--- src/rtl/adc_downsample_packer.sv ---
// Decimates a two's-complement sample stream by DEC, buffers kept samples in a FIFO and
// serializes each one MSB-byte-first. Optional frame sync bytes: ADC_DOWNSAMPLE_PACKER_SYNC_EN.
module adc_downsample_packer #(
  parameter int OW         = 14,
  parameter int USBDW      = 8,
  parameter int DEC        = 20,
  parameter int FIFO_DEPTH = 16,
  parameter int FRAME_LEN  = 1024
) (
  input  logic             clk_i,
  input  logic             rst_n_i,
  input  logic [OW-1:0]    data_i,
  input  logic             valid_i,
  output logic [USBDW-1:0] data_o,
  output logic             valid_o,
  input  logic             ready_i,
  output logic             overflow_o
);

  localparam int CW = (DEC > 1) ? $clog2(DEC) : 1;
  localparam int AW = $clog2(FIFO_DEPTH);

`ifdef ADC_DOWNSAMPLE_PACKER_SYNC_EN
  localparam int FW = (FRAME_LEN > 1) ? $clog2(FRAME_LEN) : 1;
  typedef enum logic [2:0] {IDLE, HI, LO, SYNC0, SYNC1} state_e;
`else
  typedef enum logic [1:0] {IDLE, HI, LO} state_e;
`endif

  state_e state_q, state_d;

  logic [CW-1:0]    cnt_q, cnt_d;
  logic [AW:0]      wr_q, wr_d, rd_q, rd_d;
  logic [15:0]      mem_q [FIFO_DEPTH];
  logic             ovf_q, ovf_d;
  logic [USBDW-1:0] data_q, data_d;
  logic             valid_q, valid_d;
  logic [7:0]       lo_q, lo_d;

  logic             keep, push, pop, fetch, sync_start, empty, full;
  logic signed [OW-1:0] sdat;
  logic [15:0]      ext, head;

  // ---------------- decimator ----------------
  assign keep = valid_i && (cnt_q == '0);

  always_comb begin
    cnt_d = cnt_q;
    if (valid_i) cnt_d = (cnt_q == CW'(DEC - 1)) ? '0 : cnt_q + 1'b1;
  end

  // ---------------- sample FIFO ----------------
  assign sdat  = data_i;
  assign ext   = 16'(sdat);
  assign head  = mem_q[rd_q[AW-1:0]];
  assign empty = (wr_q == rd_q);
  assign full  = (wr_q[AW] != rd_q[AW]) && (wr_q[AW-1:0] == rd_q[AW-1:0]);
  // A pop on the same edge frees the slot; the head is read before the write lands.
  assign push  = keep && (!full || pop);

  always_comb begin
    wr_d  = wr_q + (AW+1)'(push);
    rd_d  = rd_q + (AW+1)'(pop);
    ovf_d = ovf_q | (keep & ~push);
  end

  always_ff @(posedge clk_i) begin
    if (push) mem_q[wr_q[AW-1:0]] <= ext;
  end

  // ---------------- packer ----------------
  assign fetch = ((state_q == IDLE) || ((state_q == LO) && ready_i)) && !empty;

`ifdef ADC_DOWNSAMPLE_PACKER_SYNC_EN
  logic [FW-1:0] fcnt_q, fcnt_d;
  // Frame boundary is judged on popped samples, so dropped ones never shift it.
  assign sync_start = fetch && (fcnt_q == '0);
  assign pop        = (fetch && !sync_start) || ((state_q == SYNC1) && ready_i);

  always_comb begin
    fcnt_d = fcnt_q;
    if (pop) fcnt_d = (fcnt_q == FW'(FRAME_LEN - 1)) ? '0 : fcnt_q + 1'b1;
  end

  always_ff @(posedge clk_i or negedge rst_n_i) begin
    if (!rst_n_i) fcnt_q <= '0;
    else          fcnt_q <= fcnt_d;
  end
`else
  assign sync_start = 1'b0;
  assign pop        = fetch;
`endif

  always_ff @(posedge clk_i or negedge rst_n_i) begin
    if (!rst_n_i) state_q <= IDLE;
    else          state_q <= state_d;
  end

  always_comb begin
    state_d = state_q;
    case (state_q)
      IDLE: if (fetch) state_d = sync_start ? state_e'(3) : HI;
      HI:   if (ready_i) state_d = LO;
      LO:   if (ready_i) state_d = fetch ? (sync_start ? state_e'(3) : HI) : IDLE;
`ifdef ADC_DOWNSAMPLE_PACKER_SYNC_EN
      SYNC0: if (ready_i) state_d = SYNC1;
      SYNC1: if (ready_i) state_d = HI;
`endif
      default: state_d = IDLE;
    endcase
  end

  always_comb begin
    data_d  = data_q;
    valid_d = valid_q;
    lo_d    = lo_q;
    if (pop) begin
      data_d  = head[15:8];
      lo_d    = head[7:0];
      valid_d = 1'b1;
    end else if (sync_start) begin
      data_d  = 8'hA5;
      valid_d = 1'b1;
    end else begin
      case (state_q)
        HI:  if (ready_i) data_d = lo_q;
        LO:  if (ready_i) valid_d = 1'b0;
`ifdef ADC_DOWNSAMPLE_PACKER_SYNC_EN
        SYNC0: if (ready_i) data_d = 8'h5A;
`endif
        default: ;
      endcase
    end
  end

  always_ff @(posedge clk_i or negedge rst_n_i) begin
    if (!rst_n_i) begin
      cnt_q   <= '0;
      wr_q    <= '0;
      rd_q    <= '0;
      ovf_q   <= 1'b0;
      data_q  <= '0;
      valid_q <= 1'b0;
      lo_q    <= '0;
    end else begin
      cnt_q   <= cnt_d;
      wr_q    <= wr_d;
      rd_q    <= rd_d;
      ovf_q   <= ovf_d;
      data_q  <= data_d;
      valid_q <= valid_d;
      lo_q    <= lo_d;
    end
  end

  assign data_o     = data_q;
  assign valid_o    = valid_q;
  assign overflow_o = ovf_q;

endmodule

--- config.mk ---
export PLATFORM = sky130hd
export DESIGN_NAME = adc_downsample_packer
export DESIGN_NICKNAME = d
export VERILOG_FILES = /design/src/rtl/adc_downsample_packer.sv
export SDC_FILE = /design/constraint.sdc
export NUM_CORES = 1
export LEC_CHECK = 0
export ABC_CLOCK_PERIOD_IN_PS = 6090
export BUFFER_PORTS_ARGS = -buffer_cell sky130_fd_sc_hd__buf_2
export CORE_UTILIZATION = 64
export CTS_CLUSTER_DIAMETER = 80
export DETAILED_ROUTE_END_ITERATION = 12
export GPL_TIMING_DRIVEN = 0
export PLACE_DENSITY = 0.91
export SETUP_SLACK_MARGIN = 0.05
export SYNTH_ARGS = -nofsm -noshare
export SYNTH_HDL_FRONTEND = slang
export SYNTH_SLANG_ARGS = --single-unit
--- constraint.sdc ---
create_clock -name clk_i -period 6.09 [get_ports clk_i]
set_input_delay 0.3045 -clock clk_i [delete_from_list [all_inputs] [get_ports clk_i]]
set_output_delay 0.3045 -clock clk_i [all_outputs]
set_load 0.03 [all_outputs]
# Word level (Yosys, flattened, before mapping)
# Memories as Yosys holds them, arrays and structs flattened.
# Cells that the tools add are included.
[word_totals]
reg_bits = 35
mem_bits_rw = 256
input_bits = 18
wordCells = 55
memories = 1
[op_classes]
add_sub_neg = 3
eq_ne = 9
mux = 14
bitwise = 3
reduce_logical = 17
[mem_list]
columns = ["name", "words", "width", "read_ports", "rd_ports_with_merged_regs", "write_ports", "line", "text"]
rows = [
  ["mem_q", 16, 16, 1, 0, 1, "34", "logic [15:0] mem_q [FIFO_DEPTH];"],
]
[op_table]
columns = ["operator", "count"]
rows = [
  ["8-bit two-way mux", 3],
  ["5-bit by 1-bit adder with 5-bit output", 2],
  ["1-bit two-way mux", 6],
  ["2-bit two-way mux", 3],
  ["2-bit inequality test (second input constant)", 3],
  ["2-bit case mux with 3 select lines", 1],
  ["2-bit nonzero test", 3],
  ["5-bit by 1-bit adder with 5-bit output (second input constant)", 1],
  ["5-bit equality test", 1],
  ["5-bit equality test (second input constant)", 1],
  ["1-bit logical AND", 5],
  ["5-bit zero test", 1],
  ["5-bit two-way mux", 1],
  ["4-bit equality test", 1],
  ["2-bit AND reduction", 2],
  ["3-bit AND reduction", 1],
  ["2-bit by 1-bit equality test with 1-bit output (second input constant)", 1],
  ["2-bit equality test (second input constant)", 1],
  ["1-bit zero test", 2],
  ["2-bit zero test", 1],
  ["1-bit logical OR", 2],
  ["1-bit AND", 1],
  ["1-bit inequality test", 1],
  ["1-bit NOT", 1],
  ["1-bit bitwise OR", 1],
]

# Depth between registers and ports, before layout
# Gate-level depths: netlist of the first run.
[logic_depth]
ltp_word = 9
depth_mapped = 10

# Least setup slack after synthesis of the first run
# No wires, ideal clock.
[synth_path]
path_kind = "flip-flop to flip-flop"
start = "register cnt_q[0]"
end = "memory mem_q[3][0], enable pin"
setup_time_ns = 0.403
arrival_ns = 2.232
path_slack_ns = 3.455
path_stages_with_launch = 8
period_less_slack_ns = 2.635
path_cell_list = "dfrtp_1 -> inv_1 -> ha_1 -> nand2_1 -> nor4_1 -> o31a_2 -> nand3_1 -> nor3_1"
[synth_via]
elab_chain_len = 5
[synth_rtl]
columns = ["item", "line", "text"]
rows = [
  ["start: declaration", "32", "logic [CW-1:0] cnt_q, cnt_d;"],
  ["start signal: assignment", "146", "cnt_q <= cnt_d;"],
  ["5-bit zero test", "45", "assign keep = valid_i && (cnt_q == '0);"],
  ["1-bit logical AND", "45", ""],
  ["1-bit logical AND", "59", "assign push = keep && (!full || pop);"],
  ["1-bit two-way mux", "68", "if (push) mem_q[wr_q[AW-1:0]] <= ext;"],
  ["1-bit two-way mux (implied by the code)", "68", ""],
  ["end: declaration", "34", ""],
]
# No other way between the ends.

# Worst setup path in the final report of the first run
[layout_path]
start = "register cnt_q[0]"
end = "memory mem_q[0][4], enable pin"
# Same word-level chain as after synthesis.

==> run metrics, run 1 <==
number of placement rows=45; leading register cell type out of synthesis=sky130_fd_sc_hd__edfxtp_1; die outline width=128 um; overall overflow remaining after global route=0; final setup skew=0.0130 ns; final weighted congestion in routability-driven placement=0.800; Yosys reg bits=259; number of global-route vias before repair=5615; critical-path cell list=inv_1 -> ha_1 -> nand2_1 -> nor4_1 -> o31a_2 -> or3b_1 -> nor3_2; Port Buffers=27; RSZ-0062 raised after global routing=false; global-route wire length before repair=35500 um; crit path kind=flip-flop to flip-flop; count of TritonRoute iterations in the first routing pass=5; cell type of the slowest stage on the worst timing path=sky130_fd_sc_hd__nor3_2; Netlist Area Pre-Place=0.0102 mm2; critical path data arrival time=3.42 ns; total clock sinks=259; design internal power=3.66 mW; final hold vios=0; critical path endpoint category=flip-flop; post-layout total power=5.39 mW; Fmax achieved=0.305 GHz; mean instance size in the synthesized netlist=20.0 um2; Required @ worst endpoint=6.23 ns; post_cts resized=0; Top Ports=28; number of max-slew violations in the final report=0; number of endpoints failing setup at the final stage=0; overall die area=0.0164 mm2; Max stage delay on crit path=1.04 ns; syn nets=532; maximum number of pins on one net before global-route repair=36; yosys warns=0; final hold slack=0.0284 ns; chip height=128 um; final total negative setup slack=0 ns; setup fix buffers added after clock tree synthesis=0; Power Density=469 mW/mm2; startpoint types=flip-flop; storage element area=0.00760 mm2; placed instance count=749; area growth from synthesis to final layout=12.9%; largest fanout on the critical path=14; switching power summed over all nets=1.73 mW; Final period util=53.9%; nets@finish=591; Combinational Power Share=31.1%; antenna viol nets, final=0; number of antenna violations at the first check in global routing=0; sequential cell area fraction in the yosys report=74.7%; post-layout min period=3.28 ns; count of flip-flops with a built-in enable after synthesis=224; CTS Buffer Depth=3; clock transition at the registers of the reported paths=0.06 ns; latest clock arrival within the worst-skew pair=0.53 ns; Initial Utilization=66.2%; static leakage=3.88 nW; Vias=5534; Worst Hold Class=input port to flip-flop; vias per cell=6.96; Post-Route WL=23700 um; number of CTS-inserted buffers=26; total inserted antenna cells=0; Avg WL per Cell=29.8 um; CTS tree=done; area taken by multi-input logic gates=0.00241 mm2; worst vdd rail ir drop=0.255 mV; ys async rst share=13.5%; count of unresolved DRC violations after routing=0; core region area=0.0154 mm2; Detailed Place HPWL=13300 um; worst slew slack as a fraction of its limit=10.5%; number of instances in the synthesized netlist=508; MaxCap Viol Count=0; fraction of power consumed by the clock network=28.7%; filler-free cell count of the finished design=795; share of layout cells above drive strength 1=26.9%; Clock Root Buffer=sky130_fd_sc_hd__clkbuf_16; number of unique standard cell types used by synthesis=46; slew of the pin with the lowest slew margin=1.33 ns; DRC violation total after the first TritonRoute iteration=764; number of H-tree levels=1; switching share of total power=32.1%; Filler Cells Inserted=783; status=completed; part of the power in registers=40.1%; GRT Total Usage=30.9%
kinds of logic (layout without fill, tap and decap cells):
kind of cell / count (synthesis) / count (layout) / synth area share (%)
AND/OR/NAND/NOR: 65 / 65 / 3.38
XOR/XNOR: 12 / 12 / 1.03
multiplexers: 64 / 64 / 12.5
AO/OA/AOI/OAI: 71 / 71 / 5.56
adder cells (fa/ha/maj): 6 / 6 / 0.738
buffers and inverters: 31 / 107 / 2.03
flip-flops: 259 / 259 / 74.7
critical path, delay by kind of cell (launching register included):
family | cells | cell delay (ns)
buffers and inverters | 1 | 0.10
adder cells (fa/ha/maj) | 1 | 0.15
AND/OR/NAND/NOR | 4 | 1.94
AO/OA/AOI/OAI | 1 | 0.31
flip-flops | 1 | 0.40
power by group through the flow:
stage	sequential [mW]	combinational [mW]	clock [mW]
after floorplan	2.22	1.11	0
after global placement	2.18	1.51	0
after detailed placement	2.19	1.59	0
after CTS	2.16	1.65	1.55
after global routing	2.17	1.76	1.61
final	2.16	1.68	1.55
layout make-up:
| type | count | share of cell area, % |
|---|---|---|
| Sequential cell | 259 | 66.2 |
| Multi-Input combinational cell | 218 | 21.0 |
| Clock buffer | 28 | 5.73 |
| Tap cell | 211 | 2.30 |
| Timing Repair Buffer | 31 | 1.66 |
| Buffer | 24 | 1.57 |
| Clock inverter | 17 | 1.35 |
| Inverter | 7 | 0.229 |
cells in the mapped netlist (5+ instances only):
| cell type | n | area share [%] |
|---|---|---|
| sky130_fd_sc_hd__ha_1 | 6 | 0.74 |
| sky130_fd_sc_hd__mux2i_1 | 12 | 1.2 |
| sky130_fd_sc_hd__nor2_1 | 17 | 0.63 |
| sky130_fd_sc_hd__edfxtp_1 | 224 | 66 |
| sky130_fd_sc_hd__a221oi_2 | 8 | 1.2 |
| sky130_fd_sc_hd__nand3_1 | 5 | 0.25 |
| sky130_fd_sc_hd__and3_1 | 6 | 0.37 |
| sky130_fd_sc_hd__a21oi_1 | 11 | 0.54 |
| sky130_fd_sc_hd__clkbuf_1 | 7 | 0.26 |
| sky130_fd_sc_hd__buf_6 | 5 | 0.55 |
| sky130_fd_sc_hd__nor2b_1 | 5 | 0.31 |
| sky130_fd_sc_hd__a22oi_1 | 6 | 0.44 |
| sky130_fd_sc_hd__buf_2 | 7 | 0.34 |
| sky130_fd_sc_hd__inv_1 | 6 | 0.22 |
| sky130_fd_sc_hd__a221oi_1 | 6 | 0.52 |
| sky130_fd_sc_hd__a22o_1 | 8 | 0.69 |
| sky130_fd_sc_hd__xnor2_1 | 10 | 0.86 |
| sky130_fd_sc_hd__mux4_2 | 49 | 11 |
| sky130_fd_sc_hd__o21ai_1 | 8 | 0.39 |
| sky130_fd_sc_hd__nand2_1 | 15 | 0.55 |
| sky130_fd_sc_hd__o21ai_0 | 8 | 0.39 |
| sky130_fd_sc_hd__o2bb2ai_1 | 8 | 0.69 |
| sky130_fd_sc_hd__dfrtp_1 | 35 | 8.6 |
final timing paths:
kind                       startpoint          end  slack (ns)  cells past startpoint
hold reg to reg            overflow_o   overflow_o        0.47                      1
setup reg to reg             cnt_q[0]  mem_q[0][4]        2.81                      7
min in group asynchronous     rst_n_i      wr_q[4]        0.38                      2
max in group asynchronous     rst_n_i   state_q[0]        5.23                      2
setup / recovery             cnt_q[0]  mem_q[0][4]        2.81                      7
hold / removal                ready_i   state_q[0]        0.03                      2
what timing repair did:
item | 4_1_cts | 5_1_grt
hold buffers | 1 | 0
endpoints found under the hold margin | 35 | 0
endpoints found under the setup margin | 0 | 0
metal layers:
layer	global-route usage, %	part of all wire, %	routed length [um]
met1	42.3	37	8750
met2	50.0	49	11600
met3	4.30	8.8	2100
met4	15.2	5.2	1240
met5	0	0	0
cells in the final DEF (no fill, tap or decap), types with 6 or more instances in the layout:
cell,Yosys,layout
sky130_fd_sc_hd__a21oi_1,11,11
sky130_fd_sc_hd__a221oi_1,6,6
sky130_fd_sc_hd__a221oi_2,8,8
sky130_fd_sc_hd__a22o_1,8,8
sky130_fd_sc_hd__a22oi_1,6,6
sky130_fd_sc_hd__and3_1,6,6
sky130_fd_sc_hd__buf_2,7,34
sky130_fd_sc_hd__clkbuf_1,7,9
sky130_fd_sc_hd__clkbuf_16,0,26
sky130_fd_sc_hd__clkinv_1,0,13
sky130_fd_sc_hd__dfrtp_1,35,35
sky130_fd_sc_hd__edfxtp_1,224,224
sky130_fd_sc_hd__ha_1,6,6
sky130_fd_sc_hd__inv_1,6,6
sky130_fd_sc_hd__mux2i_1,12,12
sky130_fd_sc_hd__mux4_2,49,49
sky130_fd_sc_hd__nand2_1,15,15
sky130_fd_sc_hd__nor2_2,0,12
sky130_fd_sc_hd__o21ai_0,8,8
sky130_fd_sc_hd__o21ai_1,8,8
sky130_fd_sc_hd__o2bb2ai_1,8,8
sky130_fd_sc_hd__xnor2_1,10,10
flip-flops by register name, indices dropped and copies added, names as in the netlist:
signal and cells:
mem_q 224, data_o 8, lo_q 8, cnt_q 5, rd_q 5, wr_q 5
state_q 2, overflow_o 1, valid_o 1
per-stage QoR:
step | area, um2 | setup WS (ns) | utilization [%]
2_1_floorplan | 10200 | 3.46 | -
3_3_place_gp | 10600 | 2.48 | 68.8
3_5_place_dp | 10600 | 2.74 | 69.2
4_1_cts | 11500 | 2.67 | 74.5
5_1_grt | 11500 | 2.59 | 74.7
6_report | 11500 | 2.81 | 74.7
Note: power is estimated with default switching activity, not from simulation.
==> run 2, diff against run 1 <==
--- a/config.mk
+++ b/config.mk
@@ -5,13 +5,14 @@
 export SDC_FILE = /design/constraint.sdc
 export NUM_CORES = 1
 export LEC_CHECK = 0
-export ABC_CLOCK_PERIOD_IN_PS = 6090
+export ABC_AREA = 1
+export ABC_CLOCK_PERIOD_IN_PS = 2890
 export BUFFER_PORTS_ARGS = -buffer_cell sky130_fd_sc_hd__buf_2
-export CORE_UTILIZATION = 64
+export CORE_UTILIZATION = 56
 export CTS_CLUSTER_DIAMETER = 80
 export DETAILED_ROUTE_END_ITERATION = 12
 export GPL_TIMING_DRIVEN = 0
-export PLACE_DENSITY = 0.91
+export PLACE_DENSITY = 0.86
 export SETUP_SLACK_MARGIN = 0.05
 export SYNTH_ARGS = -nofsm -noshare
 export SYNTH_HDL_FRONTEND = slang
==> constraint.sdc (replaced) <==
create_clock -name clk_i -period 2.89 [get_ports clk_i]
set_input_delay 0.1445 -clock clk_i [delete_from_list [all_inputs] [get_ports clk_i]]
set_output_delay 0.1445 -clock clk_i [all_outputs]
set_load 0.03 [all_outputs]
==> run 2 against run 1 <==
Against the previous run: the flow now finishes with violations (negative setup slack); largest power group unchanged; register-to-register slack lost 2.8 ns; highest routed layer unchanged; sequential cell count is the same; non-clock buffer count grew 24; worst setup slack lost 2.8 ns; sequential share of layout area shrank 3.9 points; critical endpoint is now mem_q[0][6]; utilization shrank 10 points; die area grew 22%; total power grew 120%.
==> run metrics, run 2 <==
CTS tree=done; number of antenna violations at the first check in global routing=0; number of buffers and inverters on the critical path=3; Required @ worst endpoint=3.01 ns; slack of the worst reg-to-reg path=-0.03 ns; hold worst-path end=mem_q[15][14]; Synth top cells by count=sky130_fd_sc_hd__nand2_1 (226), sky130_fd_sc_hd__edfxtp_1 (224), sky130_fd_sc_hd__nor2_1 (126); leading register cell type out of synthesis=sky130_fd_sc_hd__edfxtp_1; leading cell types in the layout, fill and taps excluded=sky130_fd_sc_hd__nand2_1 (226), sky130_fd_sc_hd__edfxtp_1 (224), sky130_fd_sc_hd__inv_1 (116), sky130_fd_sc_hd__nor2_1 (115), sky130_fd_sc_hd__nand3_1 (81); Max stage delay on crit path=1.13 ns; largest fanout on the critical path=14; crit path kind=flip-flop to flip-flop; Power Density=983 mW/mm2; Hold Path Stages=1; Worst R2R End=mem_q[0][6]; Post-Route WL=25200 um; slew of the pin with the lowest slew margin=1.43 ns; area growth from synthesis to final layout=12.3%; count of flip-flops with a built-in enable after synthesis=224; critical-path cell list=buf_4 -> inv_4 -> nand2_1 -> nand2_1 -> nor2_1 -> nand3_1 -> nand2_1 -> inv_2 -> nand3_1 -> nor2_1; cell area after placement=0.0113 mm2; chip height=141 um; final hold slack=0.0209 ns; nets@finish=1082; Initial Utilization=57.7%; final core area utilization=64.8%; Top Ports=28; count of TritonRoute iterations in the first routing pass=5; reg-to-reg critical path startpoint=rd_q[1]; maximum number of pins on one net before global-route repair=36; number of placement rows=50; latest clock arrival within the worst-skew pair=0.52 ns; max FFs per register=224; clock transition at the registers of the reported paths=0.06 ns; most common library cell in the layout ignoring fill and taps=sky130_fd_sc_hd__nand2_1; mean instance size in the synthesized netlist=10.9 um2; dominant cell type by count on the critical path=sky130_fd_sc_hd__nand2_1; Worst Hold Class=input port to flip-flop; overall die area=0.0199 mm2; worst slew slack as a fraction of its limit=4.17%; Synth top area share=62.0%; final setup skew=0.00843 ns; final weighted congestion in routability-driven placement=0.904; setup fix buffers added after clock tree synthesis=0; static leakage=4.92 nW; global-route wire length before repair=39000 um; sequential cell area fraction in the yosys report=70.0%; syn nets=1023; Final period util=101%; number of CTS-inserted buffers=25; core region area=0.0188 mm2; number of cells on the worst reg-to-reg path=10; cell type group with the largest total delay on the critical path=simple AND/OR/NAND/NOR gates; final setup margin=-0.0327 ns; CTS Buffer Depth=3; Fmax achieved=0.342 GHz; final hold vios=0; post-synth top area cell=sky130_fd_sc_hd__edfxtp_1; number of max-slew violations in the final report=0; Detailed Place HPWL=15900 um; violated checks=negative setup slack; share of layout cells above drive strength 1=9.94%; GRT Total Usage=26.0%; most common cell in the synthesized netlist=sky130_fd_sc_hd__nand2_1; critical path endpoint category=flip-flop; total clock sinks=259; die outline width=141 um; number of unique standard cell types used by synthesis=26; number of H-tree levels=1; count of unresolved DRC violations after routing=0; top area cells in the synthesized netlist=sky130_fd_sc_hd__edfxtp_1 (62%), sky130_fd_sc_hd__dfrtp_1 (8.1%), sky130_fd_sc_hd__nand2_1 (7.8%); total inserted antenna cells=0; RSZ-0062 raised after global routing=true; Vias=7576; critical path data arrival time=3.05 ns; ys async rst share=13.5%; Avg WL per Cell=18.9 um; Post-Layout Inst Area=0.0122 mm2; Netlist Area Pre-Place=0.0109 mm2; worst vdd rail ir drop=0.582 mV; yosys warns=0; Yosys reg bits=259; number of instances in the synthesized netlist=999; post-layout min period=2.92 ns; Port Buffers=26; Clock Root Buffer=sky130_fd_sc_hd__clkbuf_16; vias per cell=5.67; number of endpoints failing setup at the final stage=25; hold path startpoint=data_i[13]; cell type of the slowest stage on the worst timing path=sky130_fd_sc_hd__nor2_1; status=complete, but fails checks; DRC violation total after the first TritonRoute iteration=1083; startpoint types=flip-flop; MaxCap Viol Count=0; overall overflow remaining after global route=0; number of global-route vias before repair=7375; antenna viol nets, final=0
run 2: cell types whose count changed in the layout (fill, tap and decap cells not counted), moves of 16 or more:
cell | previous run | this run
sky130_fd_sc_hd__inv_1 | 6 | 116
sky130_fd_sc_hd__mux4_2 | 49 | 0
sky130_fd_sc_hd__nand2_1 | 15 | 226
sky130_fd_sc_hd__nand3_1 | 5 | 81
sky130_fd_sc_hd__nor2_1 | 5 | 115
sky130_fd_sc_hd__o211ai_1 | 0 | 16
sky130_fd_sc_hd__o21ai_0 | 8 | 57
sky130_fd_sc_hd__o21ai_1 | 8 | 32
run 2: worst max-delay path by stage:
| stage | startpoint | end | slack [ns] | cells past startpoint |
|---|---|---|---|---|
| detailed placement | rd_q[1] | mem_q[7][0] | 0.08 | 10 |
| finish | rd_q[1] | mem_q[0][6] | -0.03 | 10 |
| global route | rd_q[1] | mem_q[8][0] | -0.16 | 10 |
| floorplan | cnt_q[3] | mem_q[10][0] | 0.75 | 8 |
| global placement | cnt_q[3] | mem_q[7][0] | 0.12 | 8 |
| CTS | rd_q[1] | mem_q[5][11] | 0.05 | 10 |
run 2: cells by family after synthesis:
kind of cell / after synthesis / share of synthesized area, %
and+or+nand+nor: 437 / 16.1
DFF: 259 / 70.0
buffers and inverters: 166 / 6.28
AOI/OAI and AO/OA: 120 / 5.98
xor gates and xnor gates: 11 / 0.887
adders and majority gates: 6 / 0.691
run 2: worst reg2reg max path, delay by kind of cell, from the launching register on:
kind,cells,cell delay [ns]
buf+inv,3,0.39
simple gates,7,1.75
flops,1,0.38
run 2: power by group:
part / switching (mW) / internal, mW / leakage [nW] / total (mW)
registers: 0.167 / 4.33 / 2.43 / 4.49
clock network: 1.32 / 1.85 / 0.385 / 3.17
logic: 3.06 / 1.25 / 2.10 / 4.31
run 2: final cells by class:
type                       instances  area, um2
inverter                         119        449
sequential                       259       7600
multi-input combinational        574       2600
clock buffer                      30        644
buffer                            47        233
timing repair buffer              32        194
fill                            1306       6640
clock inverter                    15        145
tap                              260        325
run 2: per-layer routing:
layer,track usage (%),vias to the layer above,wire (um)
li1,-,3432,-
met1,33.4,3594,9400
met2,42.9,462,12200
met3,5.47,88,2640
met4,11.4,0,950
met5,0,-,0
run 2: what timing repair did:
action | CTS | global route
endpoints found under the hold margin | 39 | 0
endpoints found under the setup margin | 28 | 84
gates resized for setup | 2 | 4
hold buffers | 3 | 0
pin swaps | 0 | 0
run 2: stage by stage:
stage                     TNS, ns  cells  setup slack [ns]  power (mW)
after CTS                       0   1333            0.0501        11.8
after global routing        -4.24   1336            -0.162        12.5
after detailed placement        0   1285            0.0779        8.65
after floorplan                 0    999             0.753        7.33
final                      -0.478   1336           -0.0327        12.0
after global placement          0   1285             0.122        8.48
==> run 3, diff against run 2 <==
--- a/config.mk
+++ b/config.mk
@@ -6,13 +6,13 @@
 export NUM_CORES = 1
 export LEC_CHECK = 0
 export ABC_AREA = 1
-export ABC_CLOCK_PERIOD_IN_PS = 2890
+export ABC_CLOCK_PERIOD_IN_PS = 3000
 export BUFFER_PORTS_ARGS = -buffer_cell sky130_fd_sc_hd__buf_2
-export CORE_UTILIZATION = 56
+export CORE_UTILIZATION = 62
 export CTS_CLUSTER_DIAMETER = 80
 export DETAILED_ROUTE_END_ITERATION = 12
 export GPL_TIMING_DRIVEN = 0
-export PLACE_DENSITY = 0.86
+export PLACE_DENSITY = 0.89
 export SETUP_SLACK_MARGIN = 0.05
 export SYNTH_ARGS = -nofsm -noshare
 export SYNTH_HDL_FRONTEND = slang
==> constraint.sdc (replaced) <==
create_clock -name clk_i -period 3 [get_ports clk_i]
set_input_delay 0.15 -clock clk_i [delete_from_list [all_inputs] [get_ports clk_i]]
set_output_delay 0.15 -clock clk_i [all_outputs]
set_load 0.03 [all_outputs]
==> run 3 against run 2 <==
Against the previous run: the flow now finishes without violations; sequential power decreased by 4%; global-route usage increased by 3.2 points; utilization up 6.5 points; non-clock buffer count is 3 higher; highest routed layer unchanged; largest cell class unchanged; critical path type unchanged; register-to-register slack better by 0.46 ns; clock-buffer cell count up 5; hold slack worse by 0.016 ns.
==> run metrics, run 3 (synthesis results as in run 2) <==
Post-Route WL=25600 um; cell area after placement=0.0113 mm2; number of max-slew violations in the final report=0; dominant cell type by count on the critical path=sky130_fd_sc_hd__nand2_1; Worst Hold Class=input port to flip-flop; Initial Utilization=63.2%; filler-free cell count of the finished design=1307; status=completed; total inserted antenna cells=0; core region area=0.0172 mm2; final weighted congestion in routability-driven placement=0.945; GRT Total Usage=29.2%; Top Ports=28; final setup margin=0.426 ns; post-layout min period=2.57 ns; Vias=7699; number of H-tree levels=1; count of TritonRoute iterations in the first routing pass=6; number of global-route vias before repair=7493; final hold slack=0.00482 ns; hold worst-path end=mem_q[2][1]; critical-path cell list=buf_4 -> inv_4 -> nand2_1 -> nand2_1 -> nor2_1 -> nand3_1 -> nand2_1 -> inv_2 -> nand3_1 -> nor2_2; share of layout cells above drive strength 1=10.1%; maximum number of pins on one net before global-route repair=36; max FFs per register=224; overall overflow remaining after global route=0; Required @ worst endpoint=3.15 ns; worst vdd rail ir drop=0.795 mV; area growth from synthesis to final layout=12.7%; Final period util=85.8%; slew of the pin with the lowest slew margin=0.965 ns; latest clock arrival within the worst-skew pair=0.55 ns; Detailed Place HPWL=16200 um; CTS tree=done; placed instance count=1250; cell type of the slowest stage on the worst timing path=sky130_fd_sc_hd__nor2_2; startpoint types=flip-flop; worst slack at placement=0.137 ns; final hold vios=0; number of cells on the worst reg-to-reg path=10; CTS Buffer Depth=3; final core area utilization=71.2%; RSZ-0062 raised after global routing=false; antenna viol nets, final=0; overall die area=0.0180 mm2; count of unresolved DRC violations after routing=0; leading cell types in the layout, fill and taps excluded=sky130_fd_sc_hd__nand2_1 (226), sky130_fd_sc_hd__edfxtp_1 (224), sky130_fd_sc_hd__inv_1 (116), sky130_fd_sc_hd__nor2_1 (110), sky130_fd_sc_hd__nand3_1 (81); Post-Layout Inst Area=0.0122 mm2; Clock Root Buffer=sky130_fd_sc_hd__clkbuf_16; setup fix buffers added after clock tree synthesis=0; critical path data arrival time=2.72 ns; post-layout total power=11.7 mW; slack of the worst reg-to-reg path=0.43 ns; number of endpoints failing setup at the final stage=0; Worst R2R End=mem_q[3][10]; crit path kind=flip-flop to flip-flop; final setup skew=0.0277 ns; chip height=134 um; Hold Path Stages=1; largest fanout on the critical path=14; DRC violation total after the first TritonRoute iteration=1431; critical path endpoint category=flip-flop; number of antenna violations at the first check in global routing=0; Port Buffers=26; static leakage=4.93 nW; most common library cell in the layout ignoring fill and taps=sky130_fd_sc_hd__nand2_1; Avg WL per Cell=19.6 um; die outline width=134 um; hold path startpoint=data_i[1]; clock transition at the registers of the reported paths=0.06 ns; Fmax achieved=0.389 GHz; final total negative setup slack=0 ns; nets@finish=1086; number of CTS-inserted buffers=26; reg-to-reg critical path startpoint=rd_q[1]; MaxCap Viol Count=0; Power Density=954 mW/mm2; vias per cell=5.89; worst slew slack as a fraction of its limit=35.6%; global-route wire length before repair=39400 um; total clock sinks=259; Max stage delay on crit path=0.80 ns; number of placement rows=48
[run 3: cell types whose count changed in the layout (fill, tap and decap cells not counted), sizes merged]
| cell | delta |
|---|---|
| clkinvlp | +1 |
| clkinv | -2 |
| buf | -3 |
| bufinv | -1 |
| dlygate4sd3 | +6 |
| clkbuf | +5 |
[run 3: routing by layer]
metal	GRT usage [%]	up-vias	share of wire, %	routed length (um)
met5	0	-	0	0
met4	12.6	0	4.1	1040
met3	5.67	96	9.6	2450
met2	49.0	506	49	12500
met1	37.2	3652	37	9550
li1	-	3445	-	-
[run 3: area by class of cell]
| type | instances | area [um2] |
|---|---|---|
| sequential | 259 | 7600 |
| fill | 1092 | 4940 |
| multi-input combinational | 574 | 2610 |
| clock buffer | 35 | 694 |
| inverter | 119 | 449 |
| tap | 225 | 282 |
| buffer | 47 | 233 |
| timing repair buffer | 35 | 220 |
| clock inverter | 13 | 141 |
[run 3: report_power, final]
part / internal [mW] / switching [mW] / total [mW]
combinational: 1.21 / 2.96 / 4.17
clock: 1.81 / 1.36 / 3.17
sequential: 4.17 / 0.163 / 4.33
total: 7.19 / 4.48 / 11.7
[run 3: worst max-delay path by stage]
stage                     startpoint       endpoint  depth (start not counted)
after detailed placement    cnt_q[3]    mem_q[1][1]                          8
after global routing         rd_q[1]    mem_q[8][8]                         10
after global placement      cnt_q[3]    mem_q[3][0]                          8
after CTS                    rd_q[1]  mem_q[15][11]                         10
after floorplan             cnt_q[3]   mem_q[10][0]                          8
final                        rd_q[1]   mem_q[3][10]                         10
[run 3: critical path: cells and delay by family (launching register included)]
kind	cells	cell delay, ns
buffers and inverters	3	0.39
flip-flops	1	0.40
AND/OR/NAND/NOR	7	1.40
[run 3: timing repair]
item / CTS / global route
hold buffers: 9 / 0
resized for setup: 0 / 4
setup endpoints to repair: 0 / 38
hold endpoints to repair: 128 / 0
